**config.mk**
```make
export PLATFORM = sky130hd
export DESIGN_NAME = move_search_ctrl_flat
export DESIGN_NICKNAME = d
export VERILOG_FILES = /design/src/rtl/move_search_ctrl_if.sv /design/src/rtl/move_search_ctrl.sv /design/src/flat_wrapper.sv
export SDC_FILE = /design/constraint.sdc
export NUM_CORES = 1
export LEC_CHECK = 0
export BUFFER_PORTS_ARGS = -buffer_cell sky130_fd_sc_hd__buf_2
export CAP_MARGIN = 20
export CORE_MARGIN = 2
export CORE_UTILIZATION = 30
export CTS_CLUSTER_DIAMETER = 80
export DETAILED_ROUTE_END_ITERATION = 16
export HOLD_SLACK_MARGIN = 0.02
export PLACE_DENSITY = 0.54
export SYNTH_ARGS = -nofsm -noshare
export SYNTH_HDL_FRONTEND = slang
export SYNTH_SLANG_ARGS = --single-unit
```
**constraint.sdc**
```tcl
create_clock -name clk -period 9.8 [get_ports clk]
set_clock_uncertainty 0.15 [all_clocks]
set_input_delay 0 -clock clk [delete_from_list [all_inputs] [get_ports clk]]
set_output_delay 0 -clock clk [all_outputs]
set_load 0.03 [all_outputs]
```
**src/rtl/move_search_ctrl_if.sv**
```systemverilog
// Bundle of game-FSM, profile-RAM and scorer signals for move_search_ctrl.
`default_nettype none

interface move_search_ctrl_if;
   logic       start;
   logic [7:0] cur_x;
   logic [7:0] cur_y;
   logic [7:0] cur_profile;
   logic [7:0] width;
   logic [7:0] length;
   logic       color;
   logic       my_move;
   logic       mem_rd;
   logic [7:0] mem_x;
   logic [7:0] mem_y;
   logic [7:0] mem_data;
   logic [7:0] eval_old_x;
   logic [7:0] eval_old_y;
   logic [7:0] eval_new_x;
   logic [7:0] eval_new_y;
   logic [7:0] eval_profile;
   logic       eval_perm;
   logic       eval_color;
   logic       eval_my_move;
   logic [7:0] score;
   logic       busy;
   logic       done;
   logic [2:0] best_dir;
   logic [7:0] best_x;
   logic [7:0] best_y;
   logic [7:0] best_score;
   logic       no_move;

   // Environment side: game FSM, profile RAM and scorer.
   modport master (
      output start, cur_x, cur_y, cur_profile, width, length, color, my_move,
             mem_data, score,
      input  mem_rd, mem_x, mem_y, eval_old_x, eval_old_y, eval_new_x, eval_new_y,
             eval_profile, eval_perm, eval_color, eval_my_move,
             busy, done, best_dir, best_x, best_y, best_score, no_move
   );

   modport slave (
      input  start, cur_x, cur_y, cur_profile, width, length, color, my_move,
             mem_data, score,
      output mem_rd, mem_x, mem_y, eval_old_x, eval_old_y, eval_new_x, eval_new_y,
             eval_profile, eval_perm, eval_color, eval_my_move,
             busy, done, best_dir, best_x, best_y, best_score, no_move
   );
endinterface

`default_nettype wire

```
**src/rtl/move_search_ctrl.sv**
```systemverilog
// Sweeps the eight neighbours of the ball, reads each legal candidate's profile, scores it
// and keeps the best. Define SCORE_REG_EN to register the score and compare in EVAL2.
`default_nettype none

module move_search_ctrl (
   input  wire logic         clk,
   input  wire logic         rst,
   move_search_ctrl_if.slave bus
);

   typedef enum logic [2:0] {
      IDLE  = 3'd0,
      ADDR  = 3'd1,
      WAIT  = 3'd2,
      EVAL  = 3'd3,
      EVAL2 = 3'd4,
      DONE  = 3'd5
   } state_t;

   state_t     state, state_nxt;
   logic [2:0] dir;
   logic [7:0] pos_x, pos_y, prof, lim_x, lim_y, cand_prof;
   logic       color, my_move, found;
   logic [2:0] best_dir;
   logic [7:0] best_x, best_y, best_score;
   logic       no_move;

   logic [8:0] step_x, step_y, cand_x, cand_y;
   logic       legal, better;
   logic [7:0] cmp_score;

   // Steps are 9-bit two's complement so underflow shows up in bit 8.
   always_comb begin
      step_x = 9'd0;
      step_y = 9'd0;
      case (dir)
         3'd0: step_y = 9'h1FF;
         3'd1: begin step_x = 9'd1;   step_y = 9'h1FF; end
         3'd2: step_x = 9'd1;
         3'd3: begin step_x = 9'd1;   step_y = 9'd1;   end
         3'd4: step_y = 9'd1;
         3'd5: begin step_x = 9'h1FF; step_y = 9'd1;   end
         3'd6: step_x = 9'h1FF;
         default: begin step_x = 9'h1FF; step_y = 9'h1FF; end
      endcase
      cand_x = {1'b0, pos_x} + step_x;
      cand_y = {1'b0, pos_y} + step_y;
      legal  = !cand_x[8] && !cand_y[8] && (cand_x[7:0] <= lim_x) &&
               (cand_y[7:0] <= lim_y) && !prof[dir];
   end

`ifdef SCORE_REG_EN
   logic [7:0] score_q;
   always_ff @(posedge clk) begin
      if (rst) score_q <= 8'd0;
      else     score_q <= bus.score;
   end
   assign cmp_score = score_q;
`else
   assign cmp_score = bus.score;
`endif

   assign better = !found || (my_move ? (cmp_score > best_score) : (cmp_score < best_score));

   always_comb begin
      state_nxt   = state;
      bus.mem_rd    = 1'b0;
      bus.eval_perm = 1'b0;
      bus.done      = 1'b0;
      bus.busy      = (state != IDLE);
      case (state)
         IDLE: if (bus.start) state_nxt = ADDR;
         ADDR: begin
            if (legal) begin
               bus.mem_rd = 1'b1;
               state_nxt  = WAIT;
            end else if (dir == 3'd7) begin
               state_nxt = DONE;
            end
         end
         WAIT: state_nxt = EVAL;
         EVAL: begin
            bus.eval_perm = 1'b1;
`ifdef SCORE_REG_EN
            state_nxt = EVAL2;
`else
            state_nxt = (dir == 3'd7) ? DONE : ADDR;
`endif
         end
         EVAL2: begin
            bus.eval_perm = 1'b1;
            state_nxt     = (dir == 3'd7) ? DONE : ADDR;
         end
         DONE: begin
            bus.done  = 1'b1;
            state_nxt = IDLE;
         end
         default: state_nxt = IDLE;
      endcase
   end

   always_ff @(posedge clk) begin
      if (rst) begin
         state      <= IDLE;
         dir        <= 3'd0;
         pos_x      <= 8'd0;
         pos_y      <= 8'd0;
         prof       <= 8'd0;
         lim_x      <= 8'd0;
         lim_y      <= 8'd0;
         color      <= 1'b0;
         my_move    <= 1'b0;
         found      <= 1'b0;
         cand_prof  <= 8'd0;
         best_dir   <= 3'd0;
         best_x     <= 8'd0;
         best_y     <= 8'd0;
         best_score <= 8'd0;
         no_move    <= 1'b0;
      end else begin
         state <= state_nxt;
         case (state)
            IDLE: if (bus.start) begin
               pos_x      <= bus.cur_x;
               pos_y      <= bus.cur_y;
               prof       <= bus.cur_profile;
               lim_x      <= bus.width;
               lim_y      <= bus.length;
               color      <= bus.color;
               my_move    <= bus.my_move;
               dir        <= 3'd0;
               found      <= 1'b0;
               best_dir   <= 3'd0;
               best_x     <= 8'd0;
               best_y     <= 8'd0;
               best_score <= 8'd0;
               no_move    <= 1'b0;
            end
            ADDR: if (!legal) begin
               if (dir == 3'd7) no_move <= ~found;
               else             dir     <= dir + 3'd1;
            end
            WAIT: cand_prof <= bus.mem_data;
`ifdef SCORE_REG_EN
            EVAL2: begin
`else
            EVAL: begin
`endif
               if (better) begin
                  best_dir   <= dir;
                  best_x     <= cand_x[7:0];
                  best_y     <= cand_y[7:0];
                  best_score <= cmp_score;
               end
               found <= 1'b1;
               if (dir == 3'd7) no_move <= 1'b0;
               else             dir     <= dir + 3'd1;
            end
            default: ;
         endcase
      end
   end

   assign bus.mem_x        = cand_x[7:0];
   assign bus.mem_y        = cand_y[7:0];
   assign bus.eval_old_x   = pos_x;
   assign bus.eval_old_y   = pos_y;
   assign bus.eval_new_x   = cand_x[7:0];
   assign bus.eval_new_y   = cand_y[7:0];
   assign bus.eval_profile = cand_prof;
   assign bus.eval_color   = color;
   assign bus.eval_my_move = my_move;
   assign bus.best_dir     = best_dir;
   assign bus.best_x       = best_x;
   assign bus.best_y       = best_y;
   assign bus.best_score   = best_score;
   assign bus.no_move      = no_move;

endmodule

`default_nettype wire

```
**src/flat_wrapper.sv**
```systemverilog
// flat-port wrapper written by rule: the top's interface ports become plain ports
module move_search_ctrl_flat 
  (clk, rst, bus_start, bus_cur_x, bus_cur_y, bus_cur_profile, bus_width, bus_length, bus_color, bus_my_move, bus_mem_data, bus_score, bus_mem_rd, bus_mem_x, bus_mem_y, bus_eval_old_x, bus_eval_old_y, bus_eval_new_x, bus_eval_new_y, bus_eval_profile, bus_eval_perm, bus_eval_color, bus_eval_my_move, bus_busy, bus_done, bus_best_dir, bus_best_x, bus_best_y, bus_best_score, bus_no_move);
  move_search_ctrl_if bus_i ();
  input  wire logic clk;
  input  wire logic rst;
  input wire logic [$bits(bus_i.start)-1:0] bus_start;
  input wire logic [$bits(bus_i.cur_x)-1:0] bus_cur_x;
  input wire logic [$bits(bus_i.cur_y)-1:0] bus_cur_y;
  input wire logic [$bits(bus_i.cur_profile)-1:0] bus_cur_profile;
  input wire logic [$bits(bus_i.width)-1:0] bus_width;
  input wire logic [$bits(bus_i.length)-1:0] bus_length;
  input wire logic [$bits(bus_i.color)-1:0] bus_color;
  input wire logic [$bits(bus_i.my_move)-1:0] bus_my_move;
  input wire logic [$bits(bus_i.mem_data)-1:0] bus_mem_data;
  input wire logic [$bits(bus_i.score)-1:0] bus_score;
  output wire logic [$bits(bus_i.mem_rd)-1:0] bus_mem_rd;
  output wire logic [$bits(bus_i.mem_x)-1:0] bus_mem_x;
  output wire logic [$bits(bus_i.mem_y)-1:0] bus_mem_y;
  output wire logic [$bits(bus_i.eval_old_x)-1:0] bus_eval_old_x;
  output wire logic [$bits(bus_i.eval_old_y)-1:0] bus_eval_old_y;
  output wire logic [$bits(bus_i.eval_new_x)-1:0] bus_eval_new_x;
  output wire logic [$bits(bus_i.eval_new_y)-1:0] bus_eval_new_y;
  output wire logic [$bits(bus_i.eval_profile)-1:0] bus_eval_profile;
  output wire logic [$bits(bus_i.eval_perm)-1:0] bus_eval_perm;
  output wire logic [$bits(bus_i.eval_color)-1:0] bus_eval_color;
  output wire logic [$bits(bus_i.eval_my_move)-1:0] bus_eval_my_move;
  output wire logic [$bits(bus_i.busy)-1:0] bus_busy;
  output wire logic [$bits(bus_i.done)-1:0] bus_done;
  output wire logic [$bits(bus_i.best_dir)-1:0] bus_best_dir;
  output wire logic [$bits(bus_i.best_x)-1:0] bus_best_x;
  output wire logic [$bits(bus_i.best_y)-1:0] bus_best_y;
  output wire logic [$bits(bus_i.best_score)-1:0] bus_best_score;
  output wire logic [$bits(bus_i.no_move)-1:0] bus_no_move;
  assign bus_i.start = bus_start;
  assign bus_i.cur_x = bus_cur_x;
  assign bus_i.cur_y = bus_cur_y;
  assign bus_i.cur_profile = bus_cur_profile;
  assign bus_i.width = bus_width;
  assign bus_i.length = bus_length;
  assign bus_i.color = bus_color;
  assign bus_i.my_move = bus_my_move;
  assign bus_i.mem_data = bus_mem_data;
  assign bus_i.score = bus_score;
  assign bus_mem_rd = bus_i.mem_rd;
  assign bus_mem_x = bus_i.mem_x;
  assign bus_mem_y = bus_i.mem_y;
  assign bus_eval_old_x = bus_i.eval_old_x;
  assign bus_eval_old_y = bus_i.eval_old_y;
  assign bus_eval_new_x = bus_i.eval_new_x;
  assign bus_eval_new_y = bus_i.eval_new_y;
  assign bus_eval_profile = bus_i.eval_profile;
  assign bus_eval_perm = bus_i.eval_perm;
  assign bus_eval_color = bus_i.eval_color;
  assign bus_eval_my_move = bus_i.eval_my_move;
  assign bus_busy = bus_i.busy;
  assign bus_done = bus_i.done;
  assign bus_best_dir = bus_i.best_dir;
  assign bus_best_x = bus_i.best_x;
  assign bus_best_y = bus_i.best_y;
  assign bus_best_score = bus_i.best_score;
  assign bus_no_move = bus_i.no_move;
  move_search_ctrl u_core (.clk(clk), .rst(rst), .bus(bus_i));
endmodule
```
# After elaboration in Yosys (flattened, before gate mapping)
# Cells that the tools add are included.
# W data, S select, Z words.
[word_totals]
in_bits = 61
n_memories = 0
reg_bits = 85
latch_bits = 0
mem_bits_ro = 0
ram_bits = 0
[op_classes]
bitwise = 1
multipliers = 0
magnitude_cmp = 5
eq_ne = 18
n_addsub = 3
muxes = 33
n_reduce_logical = 25
shift = 0
div = 0
[op_table]
columns = ["operator", "count"]
rows = [
  ["$pmux W8 S2", 3],
  ["$pmux W9 S2", 2],
  ["$mux W8", 4],
  ["$mux W3", 8],
  ["$add A8 B9 Y9", 2],
  ["$eq A3 B3 Y1 const B", 6],
  ["$le A8 B8 Y1", 2],
  ["$eq A3 B2 Y1 const B", 4],
  ["$pmux W3 S4", 1],
  ["$mux W1", 10],
  ["$pmux W3 S3", 1],
  ["$gt A8 B8 Y1", 1],
  ["$lt A8 B8 Y1", 1],
  ["$eq A3 B1 Y1 const B", 2],
  ["$logic_not A3 Y1", 2],
  ["$ne A2 B1 Y1 const B", 3],
  ["$pmux W3 S2", 1],
  ["$reduce_and A2 Y1", 3],
  ["$reduce_and A3 Y1", 2],
  ["$reduce_bool A3 Y1", 2],
  ["$reduce_or A2 Y1", 3],
  ["$reduce_or A3 Y1", 2],
  ["$reduce_and A5 Y1", 1],
  ["$logic_and A1 B1 Y1", 4],
  ["other kinds (11)", 15],
]

# Longest topological paths before layout
[depth]
ltp_word = 11
depth_mapped = 18
ltp_nobuf = 18

# Least setup slack after synthesis
# No wires, ideal clock.
[synth_path]
path_type = "register to register"
from = "register u_core.dir[0]"
to = "register u_core.dir[0]"
setup_slack_ns = 5.112
setup_time_ns = 0.149
arrival_time_ns = 4.389
path_stages_with_launch = 17
t_required_ns = 9.501
n_path_buf = 0
path_cell_list = "dfxtp_1 -> inv_1 -> ha_1 -> o21ai_0 -> nand2_1 -> inv_1 -> ha_1 -> a31oi_1 -> nand2_1 -> xnor2_1 -> ha_1 -> and4b_1 -> a211oi_1 -> o32a_1 -> nand4_2 -> nor4_4 -> o32ai_2"
[synth_between]
word_cells_on_any_way = 33
[synth_rtl]
columns = ["element", "line", "rtl"]
rows = [
  ["start: declaration", "move_search_ctrl.sv:21", "logic [2:0] dir;"],
  ["start signal: assignment", "move_search_ctrl.sv:141", "else dir <= dir + 3'd1;"],
  ["start signal: assignment", "move_search_ctrl.sv:157", "else dir <= dir + 3'd1;"],
  ["$eq A3 B2 Y1 or $eq A3 B3 Y1 (tied branches)", "move_search_ctrl.sv:36", "case (dir)"],
  ["$reduce_or A3 Y1 (no source line) or $reduce_or A2 Y1 (tied branches)", "n/a", ""],
  ["$pmux W9 S2 (*)", "move_search_ctrl.sv:36", ""],
  ["$add A8 B9 Y9 (*)", "move_search_ctrl.sv:47", "cand_y = {1'b0, pos_y} + step_y;"],
  ["net bus_eval_new_y[3]", "flat_wrapper.sv:23", "output wire logic [$bits(bus_i.eval_new_y)-1:0] bus_eval_new_y;"],
  ["$le A8 B8 Y1 (*)", "move_search_ctrl.sv:49", "(cand_y[7:0] <= lim_y) && !prof[dir];"],
  ["$logic_and A1 B1 Y1 (*)", "move_search_ctrl.sv:48", "legal = !cand_x[8] && !cand_y[8] && (cand_x[7:0] <= lim_x) &&"],
  ["$logic_and A1 B1 Y1 (*)", "move_search_ctrl.sv:49", ""],
  ["$ne A2 B2 Y1 (no source line) (*)", "n/a", ""],
  ["$reduce_and A3 Y1 (no source line) (*)", "n/a", ""],
]
# The timed path passes the listed nets; every way through them passes the cells marked *. The select of a mux whose other input is x is not followed.
# A chain may end at the register's enable or synchronous reset.

# Worst setup path in the final report
[layout_path]
from = "register u_core.dir[0]"
to = "output port bus_mem_rd"
[layout_between]
elab_chain_cells = 11
word_cells_on_any_way = 28
[layout_rtl]
columns = ["element", "line", "rtl"]
rows = [
  ["branches (longest 8 deep; another with $add A8 B9 Y9)", "n/a", ""],
  ["$logic_and A1 B1 Y1 (*)", "move_search_ctrl.sv:49", ""],
  ["$mux W1 (*)", "move_search_ctrl.sv:74", "if (legal) begin"],
  ["$mux W1 (*)", "move_search_ctrl.sv:71", "case (state)"],
  ["end: declaration", "flat_wrapper.sv:17", "output wire logic [$bits(bus_i.mem_rd)-1:0] bus_mem_rd;"],
]
# Every way passes the cells marked *. The select of a mux whose other input is x is not followed.

==> results.txt <==
The flow ran to the end, and the final reports show no timing, DRC or antenna violations. The share of the yosys chip area belonging to registers is 0.3753. The first global-routing pass estimated 22470 µm of wire. The critical-path cell with the highest stage delay was sky130_fd_sc_hd__xnor2_1. Detailed placement finished with a half-perimeter wire length of 10060 µm.

The final cycle utilization of the critical path is 0.5473, and the floorplan die width is 126.9 µm. For the antenna cell count, the log shows 0. The cell repeated most along the worst path was sky130_fd_sc_hd__ha_1. Summing internal, switching and leakage power gives 1570 µW.

In this design, the largest share of critical-path delay is due to simple AND/OR/NAND/NOR gates. The clock net sink count came out at 85. Setup total negative slack on the finished layout was measured at 0 ns. Setup violations remaining at the end of the flow were counted as 0.

The initial standard-cell utilization of the core is 0.3096. Setup repair after global routing left no endpoint under its margin. The power density over the cells came out at 251.4 nW/µm².

Entering global routing, the biggest net connects 59 pins. The worst hold path class is in -> reg. For the number of antenna violations at the first check in global routing, the log shows 0.

Row generation in the floorplan step produced 44 rows. The total track usage is 0.1757. The detail-routed via count per cell is 5.031, and the number of resized instances in the post-cts repair step is 0. Top cell type by total area after synthesis: sky130_fd_sc_hd__dfxtp_1.

In this run the deepest clock path goes through 2 buffers. After detailed routing, the total wire length is 14060 µm. The critical path is of the reg -> out type. TritonCTS built the clock tree. The remaining global-route overflow was 0. For this run, the leading register cell type out of synthesis is sky130_fd_sc_hd__dfxtp_1. The pin slew with the least headroom to its limit is 0.9813 ns, and the violation count after the first detailed-route iteration is 199.

Summing all non-filler instances in the final layout gives an area of 6243 µm². The number of hold-repair buffers added at the cts stage came out at 59. The standard cell core area is 14640 µm², and the synthesized netlist net count is 633.

The peak supply drop is 0.0001535 V, and the share of the synthesized area in the top cell type is 0.3753. The number of placed instances, taps included, is 826. In the post-synthesis netlist, the cell with the most instances is sky130_fd_sc_hd__nand2_1.

Number of H-tree branching levels: 3. The shortest period the worst path allows was 5.363 ns. Via count of the first global-routing pass: 4598.

Each instance of the synthesized netlist takes up on average 8.491 µm². In the final routed layout, each cell accounts on average for 15.59 µm. In the post-synthesis netlist, the biggest area contributors are sky130_fd_sc_hd__dfxtp_1 38%, sky130_fd_sc_hd__ha_1 10%, sky130_fd_sc_hd__nand2_1 8.7%. The number of setup buffers added after CTS is 0. The synthesized cell area is 4534 µm².

Synthesis handed over a netlist of 534 instances. The signal on the critical path passes through inv_1, ha_1, o21ai_0, nand2_1, inv_1, ha_1, a21oi_1, nand4_1, nor4_1, a31oi_1, xnor2_1, ha_1, nand4_1, o32a_1, nand4_2, nor4_4, buf_2. The total DRC errors in the routed layout is 0, and the endpoint required time on the critical path is 9.65 ns. The number of standard cells in the layout, taps in and fillers out was 902; the async set-or-reset flop fraction in the synthesized netlist was 0. The nature of the critical path endpoint was an output port. The biggest fanout along the worst timing path is 6, and the highest achievable clock rate is 186.5 MHz. Counting flops with a built-in enable in the synthesized netlist gives 0. For this run, the detailed router's first-pass iteration total came to 4. STA puts the critical path data arrival time at 5.21 ns. The final-report max-slew violation count is 0, and the final layout net count is 812. The quantity of I/O buffers inserted on ports is 150. In the synthesized netlist, the cells that appear most often are 105 x sky130_fd_sc_hd__nand2_1, 85 x sky130_fd_sc_hd__dfxtp_1, 59 x sky130_fd_sc_hd__a21oi_1. Relative to the synthesized area, the layout overhead comes to 37.69%. The remaining number of nets flagged by the antenna check after routing was 0; the number of CTS-inserted buffers was 9. The tools report the clock root buffer as sky130_fd_sc_hd__clkbuf_16. The die covers 16110 µm². After clock tree synthesis, the clock-pin slew on the worst setup and hold paths is 0.06 ns.

The total buffers and inverters traversed by the critical path was 3. The worst setup path is launched from a flip-flop. The proportion of layout cells with a drive suffix above 1 was 0.2535. In this design, the stage delay of the slowest critical-path cell is 0.54 ns. The synthesized flop and latch total works out to 85.

The tools report the worst max-slew margin expressed relative to the limit as 0.3434. The run gives 0 as the hold violation total from the final report. In this run the cell area measured after placement is 5333 µm². The post-synthesis cell type count was 51. The later pin in the worst-skew pair is clocked with a latency of 0.35 ns. For this block, the via count after detailed routing is 4538. For the global placement routability congestion, the log shows 0.8650.

The height of the die was 126.9 µm. Summed over all cells, the static leakage comes to 0.002760 µW. The number of top-level pins was 151; the number of warnings printed during yosys synthesis was 0. The max-capacitance violation count was 0.
flip-flops by register name, indices dropped and copies added, names as in the netlist, 3 cells and up:
signal,count
u_core.bus.eval_profile,8
u_core.bus.eval_old_y,8
u_core.bus.best_x,8
u_core.bus.best_score,8
u_core.bus.eval_old_x,8
u_core.lim_x,8
u_core.prof,8
u_core.lim_y,8
u_core.dir,3
u_core.bus.best_dir,3
u_core.bus.best_y,8
u_core.state,3
worst reg2reg max path, stage by stage (launching register included):
cell                      delay, ns
sky130_fd_sc_hd__dfxtp_1       0.45
sky130_fd_sc_hd__inv_1         0.19
sky130_fd_sc_hd__ha_1          0.26
sky130_fd_sc_hd__o21ai_0       0.43
sky130_fd_sc_hd__nand2_1       0.26
sky130_fd_sc_hd__inv_1         0.22
sky130_fd_sc_hd__ha_1          0.32
sky130_fd_sc_hd__a21oi_1       0.28
sky130_fd_sc_hd__nand4_1       0.22
sky130_fd_sc_hd__nor4_1        0.25
sky130_fd_sc_hd__a31oi_1       0.10
sky130_fd_sc_hd__xnor2_1       0.54
sky130_fd_sc_hd__ha_1          0.23
sky130_fd_sc_hd__nand4_1       0.10
sky130_fd_sc_hd__o32a_1        0.37
sky130_fd_sc_hd__and4_1        0.19
sky130_fd_sc_hd__a41oi_2       0.29
sky130_fd_sc_hd__o32ai_1       0.13
layout by cell type (no fill, tap or decap), types with 4 or more instances in the layout:
master / netlist / routed
sky130_fd_sc_hd__a21oi_1: 59 / 59
sky130_fd_sc_hd__a31oi_1: 5 / 5
sky130_fd_sc_hd__a32o_1: 27 / 27
sky130_fd_sc_hd__buf_2: 6 / 150
sky130_fd_sc_hd__clkbuf_16: 0 / 9
sky130_fd_sc_hd__dfxtp_1: 85 / 85
sky130_fd_sc_hd__dlygate4sd3_1: 0 / 59
sky130_fd_sc_hd__ha_1: 38 / 38
sky130_fd_sc_hd__inv_1: 35 / 35
sky130_fd_sc_hd__inv_6: 0 / 4
sky130_fd_sc_hd__mux2i_1: 12 / 12
sky130_fd_sc_hd__nand2_1: 105 / 105
sky130_fd_sc_hd__nand3_1: 8 / 7
sky130_fd_sc_hd__nand4_1: 7 / 7
sky130_fd_sc_hd__nor2_1: 29 / 28
sky130_fd_sc_hd__nor3_1: 7 / 7
sky130_fd_sc_hd__o21ai_0: 7 / 7
sky130_fd_sc_hd__xnor2_1: 12 / 12
routing by layer:
layer,track usage,share of wire,vias up
met5,0,0,-
met1,0.2034,0.43,2124
met2,0.3115,0.49,163
met3,0.05019,0.059,26
li1,-,-,2225
met4,0.05818,0.021,0
power by group:
| part | total (µW) | leakage [µW] | internal (µW) | switching (µW) |
|---|---|---|---|---|
| Sequential | 418 | 0.000692 | 380 | 38.0 |
| Clock | 350 | 0.000143 | 201 | 149 |
| Combinational | 802 | 0.00192 | 259 | 542 |
| Total | 1570 | 0.00276 | 840 | 729 |
cell type report:
type | count | area (µm²)
multi-input cells | 368 | 2472
clock inverters | 7 | 80.08
flip-flops and latches | 85 | 1702
clock buffers | 9 | 225.2
inverters | 36 | 135.1
repair buffers | 213 | 1399
well taps | 184 | 230.2
fillers | 1479 | 8401
cells by family (layout without fill, tap and decap cells):
| logic type | after synthesis | after routing | share of synthesized area |
|---|---|---|---|
| buf+inv | 81 | 265 | 0.08223 |
| flops | 85 | 85 | 0.3753 |
| mux | 15 | 15 | 0.04139 |
| xor+xnor | 15 | 15 | 0.02897 |
| compound gates | 128 | 128 | 0.2006 |
| fa+ha+maj | 38 | 38 | 0.1049 |
| simple gates | 172 | 172 | 0.1667 |
worst paths after layout:
| check | from | end | slack [ns] | cells past startpoint |
|---|---|---|---|---|
| worst max-delay path | u_core.dir[0] | bus_mem_rd | 4.44 | 17 |
| worst max register to register | u_core.dir[0] | u_core.dir[2] | 4.68 | 17 |
| worst min-delay path | rst | u_core.bus.eval_profile[7] | 0.11 | 3 |
| worst min register to register | u_core.prof[6] | u_core.prof[6] | 0.30 | 2 |
stage by stage:
step / worst slack, ns / util / hold WS, ns
finish: 4.437 / 0.4264 / 0.1145
global route: 4.059 / 0.4264 / 0.1352
CTS: 4.502 / 0.4253 / 0.1043
detailed placement: 4.830 / 0.3641 / 0.08415
global placement: 5.080 / 0.3623 / 0.07560
floorplan: 5.112 / - / -0.02793
(Power assumes the default switching activity.)
